<file path="src/rtl/jam_pkg.sv">
`default_nettype none
// ============================================================================
// Module   : jam_pkg
// Brief    : Shared types and constants for the 8x8 assignment sequencer.
// Revision : 1.0
// ============================================================================
package jam_pkg;

    localparam int N_WORK   = 8;
    localparam int NUM_PERM = 40320;

    typedef logic [2:0] job_t;
    typedef job_t [N_WORK-1:0] perm_t;

    typedef enum logic [1:0] {
        LOAD  = 2'd0,
        RUN   = 2'd1,
        DRAIN = 2'd2,
        DONE  = 2'd3
    } sched_state_t;

    localparam perm_t C_IDENTITY = {3'd7, 3'd6, 3'd5, 3'd4, 3'd3, 3'd2, 3'd1, 3'd0};

endpackage
`default_nettype wire

</file>
<file path="src/rtl/jam_next_perm.sv">
`default_nettype none
// ============================================================================
// Module   : jam_next_perm
// Brief    : Combinational lexicographic successor of an 8-element permutation.
// Revision : 1.0
// ============================================================================
module jam_next_perm
    import jam_pkg::*;
(
    input  perm_t i_perm,
    output perm_t o_next,
    output logic  o_last
);

    logic [2:0] w_p;
    logic [2:0] w_q;
    logic       w_found;
    perm_t      w_swap;

    always_comb begin
        w_p     = '0;
        w_found = 1'b0;
        for (int i = 0; i < N_WORK - 1; i++) begin
            if (i_perm[i] < i_perm[i+1]) begin
                w_p     = 3'(i);
                w_found = 1'b1;
            end
        end

        w_q = '0;
        for (int j = 0; j < N_WORK; j++) begin
            if ((j > int'(w_p)) && (i_perm[j] > i_perm[w_p])) begin
                w_q = 3'(j);
            end
        end

        w_swap      = i_perm;
        w_swap[w_p] = i_perm[w_q];
        w_swap[w_q] = i_perm[w_p];

        // Tail after the pivot is descending; reversing it gives the smallest suffix.
        o_next = w_swap;
        for (int k = 0; k < N_WORK; k++) begin
            if (k > int'(w_p)) begin
                o_next[k] = w_swap[3'(int'(w_p) + N_WORK - k)];
            end
        end

        o_last = ~w_found;
    end

endmodule
`default_nettype wire

</file>
<file path="src/rtl/jam_sched.sv">
`default_nettype none
// ============================================================================
// Module   : jam_sched
// Brief    : Loads the cost ROM, streams all permutations, reduces min cost.
// Revision : 1.0
// ============================================================================
module jam_sched
    import jam_pkg::*;
#(
    parameter int COST_W = 7,
    parameter int SUM_W  = 10,
    parameter int CNT_W  = 4
) (
    input  logic              CLK,
    input  logic              RST,
    output logic [2:0]        W,
    output logic [2:0]        J,
    input  logic [COST_W-1:0] Cost,
    output logic              tbl_we,
    output logic [2:0]        tbl_w,
    output logic [2:0]        tbl_j,
    output logic [COST_W-1:0] tbl_data,
    output logic              perm_valid,
    input  logic              perm_ready,
    output logic [23:0]       perm,
    input  logic              res_valid,
    input  logic [SUM_W-1:0]  res_cost,
    output logic [CNT_W-1:0]  MatchCount,
    output logic [SUM_W-1:0]  MinCost,
    output logic              Valid
);

    localparam logic [15:0] C_LAST_IDX = 16'(NUM_PERM - 1);
    localparam logic [15:0] C_ALL      = 16'(NUM_PERM);

    sched_state_t     r_state;
    logic [6:0]       r_ld_idx;
    logic             r_we;
    logic [5:0]       r_wr_idx;
    logic             r_pv;
    perm_t            r_perm;
    logic [15:0]      r_issue;
    logic [15:0]      r_res_cnt;
    logic [SUM_W-1:0] r_min;
    logic [CNT_W-1:0] r_cnt;

    perm_t w_next;
    logic  w_last;
    logic  w_accept;
    logic  w_final_acc;
    logic  w_reduce;
    logic  w_res_done;

    jam_next_perm u_next (
        .i_perm (r_perm),
        .o_next (w_next),
        .o_last (w_last)
    );

    assign w_accept    = (r_state == RUN) && r_pv && perm_ready;
    assign w_final_acc = w_accept && w_last && (r_issue == C_LAST_IDX);
    assign w_reduce    = res_valid && ((r_state == RUN) || (r_state == DRAIN));
    assign w_res_done  = (r_res_cnt == C_ALL) || (w_reduce && (r_res_cnt == C_LAST_IDX));

    always_ff @(posedge CLK or posedge RST) begin
        if (RST) begin
            r_state   <= LOAD;
            r_ld_idx  <= '0;
            r_we      <= 1'b0;
            r_wr_idx  <= '0;
            r_pv      <= 1'b0;
            r_perm    <= C_IDENTITY;
            r_issue   <= '0;
            r_res_cnt <= '0;
            r_min     <= '1;
            r_cnt     <= '0;
        end else begin
            case (r_state)
                LOAD: begin
                    // ROM data lags the address by one cycle, so the write trails the index.
                    if (!r_ld_idx[6]) begin
                        r_ld_idx <= r_ld_idx + 7'd1;
                        r_we     <= 1'b1;
                        r_wr_idx <= r_ld_idx[5:0];
                    end else begin
                        r_we    <= 1'b0;
                        r_pv    <= 1'b1;
                        r_state <= RUN;
                    end
                end
                RUN: begin
                    if (w_accept) begin
                        r_perm  <= w_next;
                        r_issue <= r_issue + 16'd1;
                    end
                    if (w_final_acc) begin
                        r_pv    <= 1'b0;
                        r_state <= DRAIN;
                    end
                end
                DRAIN: begin
                    if (w_res_done) begin
                        r_state <= DONE;
                    end
                end
                default: begin
                end
            endcase

            if (w_reduce) begin
                r_res_cnt <= r_res_cnt + 16'd1;
                if (res_cost < r_min) begin
                    r_min <= res_cost;
                    r_cnt <= CNT_W'(1);
                end else if ((res_cost == r_min) && (r_cnt != '1)) begin
                    r_cnt <= r_cnt + CNT_W'(1);
                end
            end
        end
    end

    assign W          = r_ld_idx[5:3];
    assign J          = r_ld_idx[2:0];
    assign tbl_we     = r_we;
    assign tbl_w      = r_wr_idx[5:3];
    assign tbl_j      = r_wr_idx[2:0];
    assign tbl_data   = r_we ? Cost : '0;
    assign perm_valid = r_pv;
    assign perm       = r_perm;
    assign MinCost    = r_min;
    assign MatchCount = r_cnt;
    assign Valid      = (r_state == DONE);

endmodule
`default_nettype wire

</file>
<file path="config.mk">
export PLATFORM = sky130hd
export DESIGN_NAME = jam_sched
export DESIGN_NICKNAME = d
export VERILOG_FILES = /design/src/rtl/jam_pkg.sv /design/src/rtl/jam_next_perm.sv /design/src/rtl/jam_sched.sv
export SDC_FILE = /design/constraint.sdc
export NUM_CORES = 1
export LEC_CHECK = 0
export CAP_MARGIN = 20
export CORE_ASPECT_RATIO = 0.75
export CORE_UTILIZATION = 52
export DETAILED_ROUTE_END_ITERATION = 7
export PLACE_DENSITY = 0.74
export SKIP_LAST_GASP = 1
export SLEW_MARGIN = 20
export SYNTH_ARGS = -nofsm -noshare
export SYNTH_HDL_FRONTEND = slang
export SYNTH_HIERARCHICAL = 1
export SYNTH_SLANG_ARGS = --single-unit
</file>
<file path="constraint.sdc">
create_clock -name CLK -period 7.1 [get_ports CLK]
set_clock_uncertainty 0.1 [all_clocks]
set_input_delay 1.065 -clock CLK [delete_from_list [all_inputs] [get_ports CLK]]
set_output_delay 1.065 -clock CLK [all_outputs]
set_load 0.02 [all_outputs]
</file>
Word-level counts from Yosys, hierarchy flattened
Index checks and enable logic that the tools add are counted.
{ "totals": {"memories": 0, "mem_bits_rw": 0, "wordCells": 174, "latch_bits": 0, "out_inout_bits": 60, "mem_bits_ro": 0, "reg_bits": 87} }
{ "classes": {"n_bitwise": 2, "muxes": 70, "n_eq_ne": 11, "add_sub_neg": 12, "n_reduce_logical": 28, "div_mod_pow": 0, "n_shift": 0, "magnitude_cmp": 33, "n_mul": 0} }
{ "ops": {"columns": ["cell", "n"], "rows": [
  ["3-bit 2-to-1 mux", 32],
  ["3-bit binary-select mux with 3-bit select", 9],
  ["24-bit bitwise mux", 2],
  ["16-bit equality test (second input constant)", 3],
  ["3-bit by 5-bit less-than comparator with 1-bit output (second input constant)", 7],
  ["16-bit by 1-bit adder with 16-bit output (second input constant)", 2],
  ["3-bit > comparator", 7],
  ["3-bit less-than comparator", 7],
  ["3-bit demux with 3-bit select", 2],
  ["1-bit logical AND", 16],
  ["2-bit 2-to-1 mux", 7],
  ["7-bit 2-to-1 mux", 2],
  ["3-bit > comparator (first input constant)", 4],
  ["1-bit 2-to-1 mux", 12],
  ["3-bit subtractor (second input constant)", 4],
  ["10-bit equality test", 1],
  ["10-bit less-than comparator", 1],
  ["3-bit by 4-bit less-than comparator with 1-bit output (second input constant)", 2],
  ["4-bit 2-to-1 mux", 2],
  ["2-bit AND reduction", 4],
  ["7-bit by 1-bit adder with 7-bit output (second input constant)", 1],
  ["3-bit by 1-bit greater-or-equal comparator with 1-bit output (second input constant)", 2],
  ["2-bit by 3-bit > comparator with 1-bit output (first input constant)", 2],
  ["2-bit != test (second input constant)", 3],
  ["other kinds (17)", 22]
]} }

Depth between registers and ports, before layout
Gate-level depths: netlist of run 1.
{ "depth": {"ltp_word": 27, "ltp_mapped": 30, "depth_no_buf": 26} }

Hierarchy
The synthesis of run 1 kept the hierarchy.
{ "by_module_without_submodules": {"columns": ["mod", "area_each_um2", "instances", "seq_area_each_um2", "cells_each"], "rows": [
  ["jam_sched", 4097.7, 1, 2204.6, 407],
  ["jam_next_perm", 3912.5, 1, 0.0, 561]
]} }

Least setup slack after synthesis of run 1
No wires, ideal clock.
{ "synth_path": {"path_type": "register to register", "from": "register r_perm (netlist bit perm[19])", "to": "register r_perm (netlist bit perm[23])", "arrival_time_ns": 5.985, "period_less_slack_ns": 6.146, "required_time_ns": 6.939, "setup_time_ns": 0.061, "slack_ns": 0.954, "path_buffers": 5, "stages_incl_launch_ff": 29, "cell_sequence": "dfstp_2 -> buf_1 -> inv_1 -> ha_1 -> nand2_1 -> o21a_1 -> o211ai_1 -> nand2b_1 -> clkbuf_1 -> clkbuf_1 -> nand2_1 -> o211ai_1 -> a31o_2 -> clkbuf_1 -> ha_1 -> a21boi_0 -> o211ai_1 -> o21ai_0 -> and3_1 -> clkbuf_1 -> nor2_4 -> nand4_4 -> o32ai_2 -> o41ai_1 -> o31a_1 -> mux4_2 -> o21ai_1 -> nand2_1 -> nand2_1"} }
{ "synth_lines": {"columns": ["item", "line_no", "rtl"], "rows": [
  ["start: declaration", "jam_sched.sv:41", "perm_t r_perm;"],
  ["start signal: assignment", "jam_sched.sv:93", "r_perm <= w_next;"]
]} }

==> results of run 1 <==
[per-stage QoR]
step                setup WS [ns]    util  instances  cell area, um2  total power [mW]
floorplan                  0.9543       -        968            8010            0.7840
finish                     0.3011  0.6447       1265            9503             1.354
CTS                        0.6179  0.6441       1265            9494             1.365
global placement           0.6853  0.6244       1249            9203            0.8914
detailed placement         0.6529  0.6244       1249            9203            0.8994
global route              0.02075  0.6447       1265            9503             1.426
[per-layer routing]
layer	global-route usage	vias up	share of wire
met2	0.4742	574	0.38
met4	0.08271	0	0.020
met1	0.5289	3815	0.46
li1	-	3736	-
met5	0	-	0
met3	0.1232	52	0.14
[synth_stat cells (5+ instances only)]
| master | n |
|---|---|
| a211oi_1 | 10 |
| a21oi_1 | 48 |
| a221oi_1 | 7 |
| a311oi_1 | 9 |
| a31oi_1 | 10 |
| and2_1 | 15 |
| and3_1 | 11 |
| buf_2 | 5 |
| buf_4 | 11 |
| clkbuf_1 | 29 |
| dfrtp_1 | 65 |
| dfstp_2 | 22 |
| ha_1 | 56 |
| inv_1 | 52 |
| mux2_2 | 11 |
| mux2i_1 | 16 |
| mux4_2 | 6 |
| nand2_1 | 180 |
| nand2b_1 | 9 |
| nand3_1 | 36 |
| nand4_1 | 14 |
| nor2_1 | 54 |
| nor2b_1 | 5 |
| nor3_1 | 14 |
| nor4_1 | 10 |
| o211a_1 | 5 |
| o211ai_1 | 18 |
| o21a_1 | 7 |
| o21ai_0 | 44 |
| o21ai_1 | 9 |
| o221ai_1 | 11 |
| o22ai_1 | 7 |
| o31ai_1 | 9 |
| xnor2_1 | 30 |
| xor2_1 | 7 |
[registers in the layout, indices dropped and copies added, names as in the netlist, 2 cells and up]
register    cells
r_issue        16
r_ld_idx        7
MatchCount      4
r_res_cnt      16
r_state         2
r_wr_idx        6
MinCost        10
perm           24
[timing repair]
| action | in CTS | in global routing |
|---|---|---|
| resized for setup | 0 | 3 |
| hold buffers | 0 | 0 |
| buffers inserted | 0 | 0 |
| setup endpoints to repair | 0 | 3 |
[final timing paths]
check | to | start | cells past startpoint | slack [ns]
max in group asynchronous | perm[1] | RST | 3 | 4.86
hold reg to reg | r_issue[6] | r_issue[6] | 1 | 0.36
hold / removal | r_issue[6] | r_issue[6] | 1 | 0.36
setup / recovery | perm[20] | perm[19] | 28 | 0.30
setup reg to reg | perm[20] | perm[19] | 28 | 0.30
min in group asynchronous | r_issue[11] | RST | 2 | 0.85
[layout make-up]
class | count | area share
timing repair buffer | 129 | 0.1230
tap | 200 | 0.02633
clock buffer | 10 | 0.02515
inverter | 54 | 0.02146
sequential | 87 | 0.2320
multi-input combinational | 779 | 0.5666
clock inverter | 6 | 0.005530
[cells by family (layout without fill, tap and decap cells)]
kind of cell             after synthesis  after routing  share of synthesized area
flip-flops                            87             87                     0.2752
AO/OA/AOI/OAI                        264            264                     0.2449
buffers and inverters                102            199                    0.05373
AND/OR/NAND/NOR                      387            387                     0.2412
adder cells (fa/ha/maj)               56             56                    0.08747
multiplexers                          35             35                    0.05701
XOR/XNOR                              37             37                    0.04046
[worst max-delay path: cells and delay by family, from the launching register on]
family	cells	cell delay [ns]
and+or+nand+nor	9	1.28
buffers and inverters	5	0.90
AOI/OAI and AO/OA	12	3.19
adders and majority gates	2	0.52
DFF	1	0.73
[power by group through the flow]
stage	registers [mW]	clock network, mW	logic [mW]
floorplan	0.637	0	0.147
global placement	0.605	0	0.286
detailed placement	0.605	0	0.294
CTS	0.597	0.472	0.296
global route	0.604	0.493	0.329
finish	0.598	0.460	0.296
[placed cells by master (no fill, tap or decap), types with 5 or more instances in the layout]
master,count
a221oi_1,7
mux2i_1,16
a31oi_1,10
and2_1,15
ha_1,56
xor2_1,7
nor2_1,54
o31ai_1,9
clkbuf_16,9
mux4_2,6
nand2_1,180
nor4_1,10
o211a_1,5
buf_4,49
a311oi_1,9
nand4_1,14
dfrtp_1,65
o21a_1,7
o22ai_1,7
nand2b_1,9
o21ai_1,8
nor3_1,14
nand3_1,36
a211oi_1,10
mux2_2,11
inv_1,50
o21ai_0,44
o211ai_1,18
clkdlybuf4s50_1,80
o221ai_1,11
dfstp_2,22
nor2b_1,5
and3_1,11
xnor2_1,30
a21oi_1,48
==> flow_metrics.env, run 1 <==
export IMPL_final_setup_tns_ns=0
export IMPL_grt_pass1_vias=7304
export IMPL_cp_start_kind="flip-flop"
export IMPL_max_slew_worst_pin_slew_ns=0.9574
export IMPL_power_density_nw_per_um2=142.5
export IMPL_firstDrtPassIters=6
export IMPL_peakVddDrop_mv=0.1551
export IMPL_die_area_um2=15910
export IMPL_hold_path_class="reg2reg"
export IMPL_crit_fanout=21
export IMPL_synth_edf_count=0
export IMPL_ys_seq_area_frac=0.2752
export IMPL_overflow=0
export IMPL_io_buffers=80
export IMPL_yosys_cell_types_count=102
export IMPL_dpl_hpwl_mm=21.20
export IMPL_ioPinCount=81
export IMPL_numCtsBuffers=9
export IMPL_grt_usage=0.3530
export IMPL_power_switching_mw=0.4090
export IMPL_min_period_over_period=0.9576
export IMPL_cts_tree="yes"
export IMPL_core_um2=14740
export IMPL_nFillCells=1279
export IMPL_maxCapViolCount=0
export IMPL_grt_max_degree=77
export IMPL_clkLatencyLatePin_ns=0.34
export IMPL_dieHeight_um=109.5
export IMPL_worstSetupPathType="reg2reg"
export IMPL_syn_area_per_cell_um2=8.275
export IMPL_status="complete, no violations"
export IMPL_synthFlopType="dfrtp_1"
export IMPL_async_flop_share=1.000
export IMPL_drtIter0Drc=1178
export IMPL_grt_setup_unrepaired="no"
export IMPL_synth_top_area_share=0.2031
export IMPL_dr_total_vias=8177
export IMPL_routed_wl_mm=27.57
export IMPL_clk_pin_slew_ns=0.07
export IMPL_diodes=0
export IMPL_rows=38
export IMPL_crit_slowest_cell="dfstp_2"
export IMPL_sw_frac_of_total=0.3020
export IMPL_pwr_share_comb=0.219
export IMPL_syn2layout_area_growth_pct=18.63
export IMPL_clkPwrFrac=0.340
export IMPL_drc=0
export IMPL_cts_root_buf="clkbuf_16"
export IMPL_antenna_found_initial=0
export IMPL_hold_slack_ns=0.3648
export IMPL_multi_input_area_um2=5384
export IMPL_start_util=0.5435
export IMPL_cts_sinks=87
export IMPL_syn_inst=968
export IMPL_fmax_ghz=0.1471
export IMPL_viasPerCell=6.464
export IMPL_relSlewSlack=0.3617
export IMPL_fin_crit_ns=6.799
export IMPL_yosysTopAreaCell="dfrtp_1"
export IMPL_regArea_um2=2205
export IMPL_die_x_um=145.3
export IMPL_drive_gt1_frac=0.1512
export IMPL_htree_num_levels=3
export IMPL_intPower_mw=0.9454
export IMPL_clk_path_buf_depth=2
export IMPL_worstPathArrival_ns=6.98
export IMPL_crit_path_max_incr_delay_ns=0.73
export IMPL_worstSetupEndpointType="flip-flop"
export IMPL_ant_nets=0
export IMPL_setup_viol=0
export IMPL_slew_viol_final=0
export IMPL_cp_data_required_time_ns=7.28
export IMPL_syn_area_um2=8010
export IMPL_hold_viol=0
export IMPL_grt_pass1_wl_mm=42.88
export IMPL_wl_per_cell_um=21.79
export IMPL_synth_warnings=6
export IMPL_crit_path_frequent_cell="buf_4"
export IMPL_synth_top_cells_by_area="dfrtp_1 (20%), ha_1 (8.7%), nand2_1 (8.4%), dfstp_2 (7.2%), xnor2_1 (3.3%)"
export IMPL_synth_seq_cells=87
export IMPL_pwr_share_seq=0.441
export IMPL_nets=1137
export IMPL_cellLeakagePower_nw=4.082
export IMPL_syn_num_nets=1045
export IMPL_routabilityCongestion=1.097
No activity file was read; power rests on OpenSTA's default activity.
==> run 2: changes to the inputs <==
- ABC_CLOCK_PERIOD_IN_PS: default -> 7100
==> results of run 2 <==
Same layout as run 1: the final DEF is identical, and so are final timing and power.
==> run 3: changes to the inputs <==
- ABC_CLOCK_PERIOD_IN_PS: 7100 -> 8600
- CTS_CLUSTER_DIAMETER: default -> 120
- HOLD_SLACK_MARGIN: default -> 0.15
- clock period: 7.1 -> 8.6 ns (I/O delays scaled with it)
==> run 3 against run 2 <==
Compared with the run above:
- sequential cell count unchanged
- via count decreased by 2.1%
- register-to-register slack improved by 0.38 ns
- cell area decreased by 2.2%
- maximum frequency decreased by 14%
- worst setup slack improved by 0.38 ns
- critical path depth unchanged
- clock-buffer cell count decreased by 1
- utilization decreased by 1.4 points
- die area unchanged
- cell count decreased by 2.3%
- clock power decreased by 15%
- largest power group unchanged
==> flow_metrics.env, run 3 (same netlist as run 1, synthesis figures left out) <==
export IMPL_numCtsBuffers=9
export IMPL_hold_path_class="reg2reg"
export IMPL_nets=1108
export IMPL_status="complete, no violations"
export IMPL_largest_reg_flops=24
export IMPL_die_area_um2=15910
export IMPL_fmax_ghz=0.1262
export IMPL_slew_viol_final=0
export IMPL_fin_crit_ns=7.923
export IMPL_setup_viol=0
export IMPL_dieHeight_um=109.5
export IMPL_cts_sinks=87
export IMPL_clk_path_buf_depth=2
export IMPL_firstDrtPassIters=7
export IMPL_drive_gt1_frac=0.1255
export IMPL_viasPerCell=6.474
export IMPL_cp_data_required_time_ns=8.79
export IMPL_hold_viol=0
export IMPL_power_density_nw_per_um2=121.4
export IMPL_dpl_hpwl_mm=20.08
export IMPL_clk_pin_slew_ns=0.07
export IMPL_ioPinCount=81
export IMPL_stdcell_area_um2=9291
export IMPL_final_common_cell="nand2_1"
export IMPL_dp_slack_ns=1.266
export IMPL_overflow=0
export IMPL_grt_pass1_wl_mm=41.54
export IMPL_worstSetupEndpointType="flip-flop"
export IMPL_worstPathArrival_ns=8.12
export IMPL_syn2layout_area_growth_pct=15.99
export IMPL_rows=38
export IMPL_crit_fanout=24
export IMPL_cts_root_buf="clkbuf_16"
export IMPL_crit_slowest_cell="o311ai_0"
export IMPL_ant_nets=0
export IMPL_start_util=0.5435
export IMPL_ctsHoldBuffers=0
export IMPL_core_um2=14740
export IMPL_drtIter0Drc=1226
export IMPL_min_period_over_period=0.9213
export IMPL_die_x_um=145.3
export IMPL_cp_start_kind="flip-flop"
export IMPL_fin_total_pwr_mw=1.128
export IMPL_place_area_um2=8990
export IMPL_cts_setup_buffers=0
export IMPL_grt_setup_unrepaired="no"
export IMPL_drc=0
export IMPL_antenna_found_initial=0
export IMPL_diodes=0
export IMPL_clkLatencyLatePin_ns=0.35
export IMPL_grt_usage=0.3416
export IMPL_grt_max_degree=77
export IMPL_final_cell_mix="nand2_1 (180), clkdlybuf4s50_1 (80), dfrtp_1 (65)"
export IMPL_dr_total_vias=8002
export IMPL_final_setup_tns_ns=0
export IMPL_routabilityCongestion=1.110
export IMPL_cellLeakagePower_nw=3.945
export IMPL_max_slew_worst_pin_slew_ns=0.9324
export IMPL_routed_wl_mm=26.91
export IMPL_cts_resized=0
export IMPL_maxCapViolCount=0
export IMPL_htree_num_levels=3
export IMPL_worstSetupPathType="reg2reg"
export IMPL_io_buffers=80
export IMPL_relSlewSlack=0.3750
export IMPL_crit_path_max_incr_delay_ns=0.78
export IMPL_cts_tree="yes"
export IMPL_grt_pass1_vias=7179
export IMPL_layout_setup_ws_ns=0.6766
export IMPL_peakVddDrop_mv=0.1550
export IMPL_wl_per_cell_um=21.77
-- run 3: changes by cell type in the layout (fill, tap and decap cells not counted), sizes merged --
| cell | previous run | this run |
|---|---|---|
| buf | 49 | 20 |
| clkbuf | 10 | 9 |
| clkinvlp | 2 | 1 |
| inv | 54 | 55 |
| clkinv | 4 | 5 |
-- run 3: worst paths after layout --
| path | startpoint | end | slack, ns | depth (start not counted) |
|---|---|---|---|---|
| max | perm[19] | perm[20] | 0.68 | 28 |
| min reg2reg | r_issue[6] | r_issue[6] | 0.37 | 1 |
| min in group asynchronous | RST | r_issue[11] | 1.09 | 2 |
| max reg2reg | perm[19] | perm[20] | 0.68 | 28 |
| min | r_issue[6] | r_issue[6] | 0.37 | 1 |
| max in group asynchronous | RST | perm[5] | 6.35 | 3 |
-- run 3: layout make-up --
cell class | count | area (um2)
clock inverters | 7 | 72.57
repair buffers | 100 | 954.7
well taps | 200 | 250.2
clock buffers | 9 | 225.2
inverters | 54 | 203.9
multi-input cells | 779 | 5380
flip-flops and latches | 87 | 2205
fillers | 1276 | 5448
-- run 3: critical path, delay by kind of cell (launching register included) --
family / cells / cell delay (ns)
AOI/OAI and AO/OA: 12 / 3.67
buffers and inverters: 6 / 1.37
and+or+nand+nor: 8 / 1.32
DFF: 1 / 0.75
adders and majority gates: 2 / 0.64
-- run 3: power breakdown --
group / switching, mW / total [mW] / internal [mW] / leakage [nW]
clock: 0.186 / 0.391 / 0.205 / 0.143
sequential: 0.0312 / 0.495 / 0.464 / 1.12
combinational: 0.134 / 0.243 / 0.109 / 2.69
-- run 3: stage by stage --
stage | util | cells | hold slack, ns
final | 0.6304 | 1236 | 0.3709
after global routing | 0.6304 | 1236 | 0.4000
after CTS | 0.6301 | 1236 | 0.3751
after detailed placement | 0.6099 | 1220 | 0.3609
after global placement | 0.6096 | 1220 | 0.3543
after floorplan | - | 968 | 0.3348
-- run 3: routing by layer --
layer	up-vias	GRT usage	share of wire
met3	48	0.1436	0.14
met5	-	0	0
li1	3672	-	-
met2	532	0.4619	0.39
met1	3750	0.4978	0.45
met4	0	0.06992	0.015
